<file path="src/rtl/mem_addr_pkg.sv">
`default_nettype none
// ============================================================================
// Module      : mem_addr_pkg
// Description : Shared types and constants for the memory address selector.
//               Holds the exception-sequencer state encoding, exception cause
//               codes and the default exception vector base address.
// Ports       : none (package)
// Revision    : 1.0 - initial release
// ============================================================================
package mem_addr_pkg;

    // Exception-sequencer states: idle, vector fetch in flight, handler capture
    typedef enum logic [1:0] {
        ST_IDLE = 2'd0,
        ST_VEC  = 2'd1,
        ST_CAPT = 2'd2
    } state_t;

    // Exception cause codes (value 3 is reserved)
    localparam logic [1:0] EXC_OPCODE   = 2'd0;
    localparam logic [1:0] EXC_OVERFLOW = 2'd1;
    localparam logic [1:0] EXC_DIV0     = 2'd2;

    // Byte address of the first exception vector entry
    localparam int VEC_BASE_DEFAULT = 253;

    // Latency counter width; memory latency is at most 7 cycles
    localparam int CNT_W = 3;

endpackage
`default_nettype wire

</file>
<file path="src/rtl/excpt_vec_seq.sv">
`default_nettype none
// ============================================================================
// Module      : excpt_vec_seq
// Description : Exception vector sequencer. From IDLE an exception request
//               launches a vector read (VEC) lasting MEM_LAT cycles, then the
//               returned byte is latched as the handler address and a one-cycle
//               CAPT state signals completion.
// Ports       : clk, reset      - clock, asynchronous active-high reset
//               excpt_req       - exception request (sampled in IDLE only)
//               mem_byte        - memory read data byte
//               vec_start       - IDLE and excpt_req: vector address loads now
//               busy            - sequence in progress (VEC or CAPT)
//               excpt_done      - one-cycle pulse in CAPT
//               handler_pc      - registered, zero-extended handler address
// Revision    : 1.0 - initial release
// ============================================================================
module excpt_vec_seq
    import mem_addr_pkg::*;
#(
    parameter int WIDTH   = 32,
    parameter int MEM_LAT = 1
) (
    input  logic             clk,
    input  logic             reset,
    input  logic             excpt_req,
    input  logic [7:0]       mem_byte,
    output logic             vec_start,
    output logic             busy,
    output logic             excpt_done,
    output logic [WIDTH-1:0] handler_pc
);

    localparam logic [CNT_W-1:0] c_cnt_last = CNT_W'(MEM_LAT - 1);

    state_t             r_state;
    state_t             w_state_nxt;
    logic [CNT_W-1:0]   r_cnt;
    logic [CNT_W-1:0]   w_cnt_nxt;
    logic               w_capt;
    logic [WIDTH-1:0]   r_handler_pc;

    always_ff @(posedge clk or posedge reset) begin
        if (reset) begin
            r_state      <= ST_IDLE;
            r_cnt        <= '0;
            r_handler_pc <= '0;
        end else begin
            r_state <= w_state_nxt;
            r_cnt   <= w_cnt_nxt;
            if (w_capt) begin
                r_handler_pc <= WIDTH'(mem_byte);
            end
        end
    end

    always_comb begin
        w_state_nxt = r_state;
        w_cnt_nxt   = r_cnt;
        w_capt      = 1'b0;
        vec_start   = 1'b0;
        case (r_state)
            ST_IDLE: begin
                if (excpt_req) begin
                    vec_start   = 1'b1;
                    w_cnt_nxt   = '0;
                    w_state_nxt = ST_VEC;
                end
            end
            ST_VEC: begin
                // The byte is sampled on the edge that ends the last VEC cycle
                if (r_cnt == c_cnt_last) begin
                    w_capt      = 1'b1;
                    w_state_nxt = ST_CAPT;
                end else begin
                    w_cnt_nxt = r_cnt + CNT_W'(1);
                end
            end
            ST_CAPT: begin
                w_state_nxt = ST_IDLE;
            end
            default: begin
                w_state_nxt = ST_IDLE;
            end
        endcase
    end

    // Decoded straight from the state register so reset clears them at once
    assign busy       = (r_state != ST_IDLE);
    assign excpt_done = (r_state == ST_CAPT);
    assign handler_pc = r_handler_pc;

endmodule
`default_nettype wire

</file>
<file path="src/rtl/mem_addr_sel.sv">
`default_nettype none
// ============================================================================
// Module      : mem_addr_sel
// Description : Memory address selector. Loads one of NUM_SRC address sources
//               into a registered memory address, or on an exception request
//               drives the exception vector address and runs the vector
//               fetch sequence (excpt_vec_seq) to obtain the handler address.
//               Optional macro MEM_ADDR_ALIGN_CHK_EN adds a registered
//               misaligned-word flag; without it misalign is tied low.
// Ports       : clk, reset      - clock, asynchronous active-high reset
//               sel, src        - source select, flattened sources
//               ld              - load selected source into addr_out
//               word_acc        - word access (alignment check only)
//               excpt_req       - exception request
//               excpt_code      - exception cause
//               mem_byte        - memory read data byte
//               addr_out        - registered memory address
//               busy            - exception sequence in progress
//               handler_pc      - registered handler address
//               excpt_done      - one-cycle completion pulse
//               misalign        - registered misaligned-word flag
// Revision    : 1.0 - initial release
// ============================================================================
module mem_addr_sel
    import mem_addr_pkg::*;
#(
    parameter  int WIDTH    = 32,
    parameter  int NUM_SRC  = 4,
    parameter  int VEC_BASE = VEC_BASE_DEFAULT,
    parameter  int MEM_LAT  = 1,
    localparam int SEL_W    = $clog2(NUM_SRC)
) (
    input  logic                     clk,
    input  logic                     reset,
    input  logic [SEL_W-1:0]         sel,
    input  logic [NUM_SRC*WIDTH-1:0] src,
    input  logic                     ld,
    input  logic                     word_acc,
    input  logic                     excpt_req,
    input  logic [1:0]               excpt_code,
    input  logic [7:0]               mem_byte,
    output logic [WIDTH-1:0]         addr_out,
    output logic                     busy,
    output logic [WIDTH-1:0]         handler_pc,
    output logic                     excpt_done,
    output logic                     misalign
);

    localparam logic [WIDTH-1:0] c_vec_base = WIDTH'(VEC_BASE);

    logic [WIDTH-1:0] w_src_sel;
    logic [WIDTH-1:0] w_vec_addr;
    logic             w_vec_start;
    logic             w_load;
    logic [WIDTH-1:0] r_addr;

    // Out-of-range selects fall through to zero
    always_comb begin
        w_src_sel = '0;
        for (int i = 0; i < NUM_SRC; i++) begin
            if (int'(sel) == i) begin
                w_src_sel = src[i*WIDTH +: WIDTH];
            end
        end
    end

    // Wraps modulo 2^WIDTH by construction
    assign w_vec_addr = c_vec_base + WIDTH'(excpt_code);

    // An exception request in IDLE wins over a load in the same cycle
    assign w_load = ld && !busy && !w_vec_start;

    always_ff @(posedge clk or posedge reset) begin
        if (reset) begin
            r_addr <= '0;
        end else if (w_vec_start) begin
            r_addr <= w_vec_addr;
        end else if (w_load) begin
            r_addr <= w_src_sel;
        end
    end

    assign addr_out = r_addr;

`ifdef MEM_ADDR_ALIGN_CHK_EN
    logic r_misalign;

    always_ff @(posedge clk or posedge reset) begin
        if (reset) begin
            r_misalign <= 1'b0;
        end else begin
            r_misalign <= w_load && word_acc && (w_src_sel[1:0] != 2'b00);
        end
    end

    assign misalign = r_misalign;
`else
    logic w_unused_word_acc;

    assign w_unused_word_acc = word_acc;
    assign misalign          = 1'b0;
`endif

    excpt_vec_seq #(
        .WIDTH   (WIDTH),
        .MEM_LAT (MEM_LAT)
    ) u_seq (
        .clk        (clk),
        .reset      (reset),
        .excpt_req  (excpt_req),
        .mem_byte   (mem_byte),
        .vec_start  (w_vec_start),
        .busy       (busy),
        .excpt_done (excpt_done),
        .handler_pc (handler_pc)
    );

endmodule
`default_nettype wire

</file>
<file path="config.mk">
export PLATFORM = sky130hd
export DESIGN_NAME = mem_addr_sel
export DESIGN_NICKNAME = d
export VERILOG_FILES = /design/src/rtl/mem_addr_pkg.sv /design/src/rtl/excpt_vec_seq.sv /design/src/rtl/mem_addr_sel.sv
export SDC_FILE = /design/constraint.sdc
export NUM_CORES = 1
export LEC_CHECK = 0
export BUFFER_PORTS_ARGS = -buffer_cell sky130_fd_sc_hd__buf_2
export CAP_MARGIN = 0
export CORE_MARGIN = 1
export CORE_UTILIZATION = 31
export DETAILED_ROUTE_END_ITERATION = 7
export GPL_ROUTABILITY_DRIVEN = 1
export MAX_ROUTING_LAYER = met4
export PLACE_DENSITY = 0.69
export SYNTH_ARGS = -nofsm -noshare
export SYNTH_HDL_FRONTEND = slang
export SYNTH_SLANG_ARGS = --single-unit
export TNS_END_PERCENT = 20
</file>
<file path="constraint.sdc">
create_clock -name clk -period 1.6 [get_ports clk]
set_input_delay 0.32 -clock clk [delete_from_list [all_inputs] [get_ports clk]]
set_output_delay 0.32 -clock clk [all_outputs]
set_load 0.02 [all_outputs]
</file>
==> out/qor.csv <==
stage;metric;value;unit
job;MaxCap Viol Count;0;
die;die width;96.5;um
route;DRC violations left;0;
synthesis;synth top area cells;dfrtp_1 (41%), mux4_2 (26%), a22o_1 (7.9%), buf_4 (7.3%), mux2_2 (4.1%);
finish;fraction of layout cells with a size suffix above 1;0.679;
synthesis;asr flop ratio synth;1.00;
route;final antenna-violating net count;0;
synthesis;#FFs+latches synth;45;
grt;vias in the first global route;2355;
pwr;Pint;3.68;mW
setup_path;R2R cell count;4;
setup_path;worst reg2reg endpoint;u_seq.handler_pc[0]$_DFFE_PP0P_;
finish;FF+latch area;0.00113;sq mm
finish;Non-Filler Instances;501;
synthesis;dominant cell type by area after synthesis;dfrtp_1;
synthesis;top cells by count, synth;dfrtp_1 (45), mux4_2 (32), buf_4 (27), a22o_1 (25), mux2_2 (10);
sta;RSZ-0062 raised after global routing;false;
pwr;sequential power share;0.329;
die;I/O pin count;212;
sta;period utilization;0.951;
setup_path;crit path max fanout;6;
sta;fmax;0.657;GHz
setup_path;reg2reg start;u_seq.r_cnt[1]$_DFFE_PP0P_;
pwr;LEAKAGE;2.03;nW
route;via count;2431;
pwr;Gate power share;0.496;
finish;Nets;540;
sta;Final Hold Fails;0;
pwr;PnR Total Power;6.01;mW
route;Routed WL per cell;15.5;um
placement;Final Wtd Congestion;0.774;
synthesis;EDFF count, synth;0;
die;Die ar.;0.00932;sq mm
synthesis;Avg Cell Area, Syn;14.1;sq um
placement;dpl ws;-6.32;ps
finish;area grow syn2layout;43.9;%
setup_path;Setup CP Type;reg -> out;
setup_path;critical path capture point type;primary output;
grt;largest net degree at the start of global routing;29;
cts;TritonCTS buffer count;5;
grt;first-pass GRT wire length;11700;um
sta;Hold WS;3.70;ps
grt;remaining global-route overflow;0;
placement;hpwl dp;6470;um
setup_path;Worst EP arrival;1200;ps
min_path;worst hold path class;in -> async;
finish;Antenna diodes;0;
setup_path;R2R setup slack;110;ps
synthesis;synth unique cells;28;
setup_path;CP startpoint kind;flip-flop;
pwr;Switching Share;0.387;
synthesis;top cell type's share of synthesized area;0.407;
finish;post-layout util;0.459;
pwr;switching pwr;2.32;mW
placement;dpl cells;490;
setup_path;Worst EP required;1280;ps
placement;# port buffers;185;
sta;Slew Viols, Final;0;
synthesis;synthesized cell area;0.00277;sq mm
sta;Clock Skews;11.0;ps
die;Die Y;96.5;um
route;Pre-antenna DRT Iters;4;
finish;Layout fillers;838;
sta;Setup-failing EPs final;0;
route;Avg Vias per Cell;4.85;
pwr;PD cells;1510;mW/mm^2
route;Total Wirelength;7790;um
grt;initial antenna violation count;0;
die;total core area;0.00868;sq mm
die;Initial Utilization;0.319;
die;Core Rows;34;
cts;Clk Latency, worst-skew pair;300;ps
pwr;worst vdd ir;730;uV
cts;root buf cell;clkbuf_8;
status;status;completed;
cts;clock sinks;45;
finish;area of the multi-input gates;0.00145;sq mm
pwr;Clock power frac;0.175;
route;Starting DRT DRC Count;63;
synthesis;ys flop type;dfrtp_1;
synthesis;Ys Warns;0;
synthesis;top-count cell post-synth;dfrtp_1;
synthesis;Syn Inst Count;197;
cts;# H-tree levels;2;
sta;Worst Slack Setup Final;78.9;ps
cts;CTS tree;yes;
cts;CTS Buffer Depth;2;
grt;Global Route Usage Sum;0.173;
synthesis;Seq/Total Area, Yosys;0.407;
sta;Final min period;1520;ps
cts;Clock Pin Slew Worst Setup and Hold Paths;100;ps
==> area by class of cell <==
| type | count | share of cell area |
|---|---|---|
| clock buffer | 5 | 0.0173 |
| clock inverter | 3 | 0.0173 |
| inverter | 4 | 0.00377 |
| multi-input combinational | 131 | 0.362 |
| sequential | 45 | 0.283 |
| tap | 108 | 0.0339 |
| timing repair buffer | 205 | 0.282 |
==> how the worst max path moves through the flow <==
stage / startpoint / end / slack, ps / cells after the start
5_1_grt: u_seq.r_state[1]$_DFFE_PP0P_ / excpt_done / 10 / 3
3_5_place_dp: sel[0] / addr_out[7]$_DFFE_PP0P_ / -6 / 4
2_1_floorplan: sel[0] / addr_out[4]$_DFFE_PP0P_ / 100 / 4
3_3_place_gp: sel[0] / addr_out[7]$_DFFE_PP0P_ / 10 / 4
4_1_cts: u_seq.r_state[1]$_DFFE_PP0P_ / busy / -3 / 3
6_report: u_seq.r_state[1]$_DFFE_PP0P_ / excpt_done / 80 / 3
==> placed cells by master (no fill, tap or decap) <==
cell type  Yosys  layout
nor2b_1        1       1
o32ai_1        1       1
inv_6          0       1
o21ai_0        4       4
a22o_1        25      25
o221a_2        4       4
nand2_1        4       4
inv_2          0       1
nor3_1         3       3
dfrtp_1       45      43
nor2_2         0       1
buf_2          8     185
or4b_4         0       1
buf_12         0       4
ha_1           3       3
nand4bb_1      1       1
nand3b_1       1       1
nand3_1        4       4
mux2_2        10      10
nand2b_1       1       1
dfrtp_2        0       2
conb_1         1      25
o221a_1        1       1
and4bb_4       0       1
o21bai_1       1       1
bufinv_16      0       2
inv_1          4       3
o21ai_2        0       1
nor2_1         6       5
buf_4         27      16
mux4_2        32      32
nor4b_4        1       1
clkbuf_8       0       5
==> sequential cells by signal, indices dropped and copies added (netlist names) <==
signal	flops
u_seq.handler_pc	8
u_seq.r_cnt	3
u_seq.r_state	2
addr_out	32
==> power groups by stage <==
stage                     Sequential (mW)  Clock (mW)  Combinational, mW
after global placement               2.00           0               2.87
final                                1.98        1.05               2.98
after detailed placement             2.01           0               2.93
after CTS                            1.99        1.07               2.94
after global routing                 2.06        1.13               3.21
after floorplan                      2.56           0               1.35
==> critical path, cell delays in order, from the launching register on <==
cell	delay, ps
dfrtp_2	460
buf_4	160
nor2b_1	120
buf_2	150
==> stage by stage <==
step	TNS, ps	cell area [sq um]
floorplan	0	2860
global placement	0	3810
detailed placement	-6.32	3810
CTS	-3.36	3950
global route	0	3990
finish	0	3990
==> kinds of logic after synthesis <==
group | after synthesis | share of synthesized area
buffers and inverters | 45 | 0.109
DFF | 45 | 0.407
muxes | 42 | 0.301
AOI/OAI and AO/OA | 37 | 0.114
and+or+nand+nor | 24 | 0.0542
adders and majority gates | 3 | 0.0136
other | 1 | 0.00135
==> what timing repair did <==
item	4_1_cts	5_1_grt
resized for setup	0	5
hold buffers	0	0
endpoints found under the setup margin	1	14
setup buffers	0	3
==> routing by layer <==
layer	wire, um	share of wire	track usage
met4	61	0.0078	0.0355
met3	487	0.063	0.0243
met1	3080	0.39	0.216
met2	4160	0.53	0.302
met5	0	0	-
No activity file was read; power rests on OpenSTA's default activity.
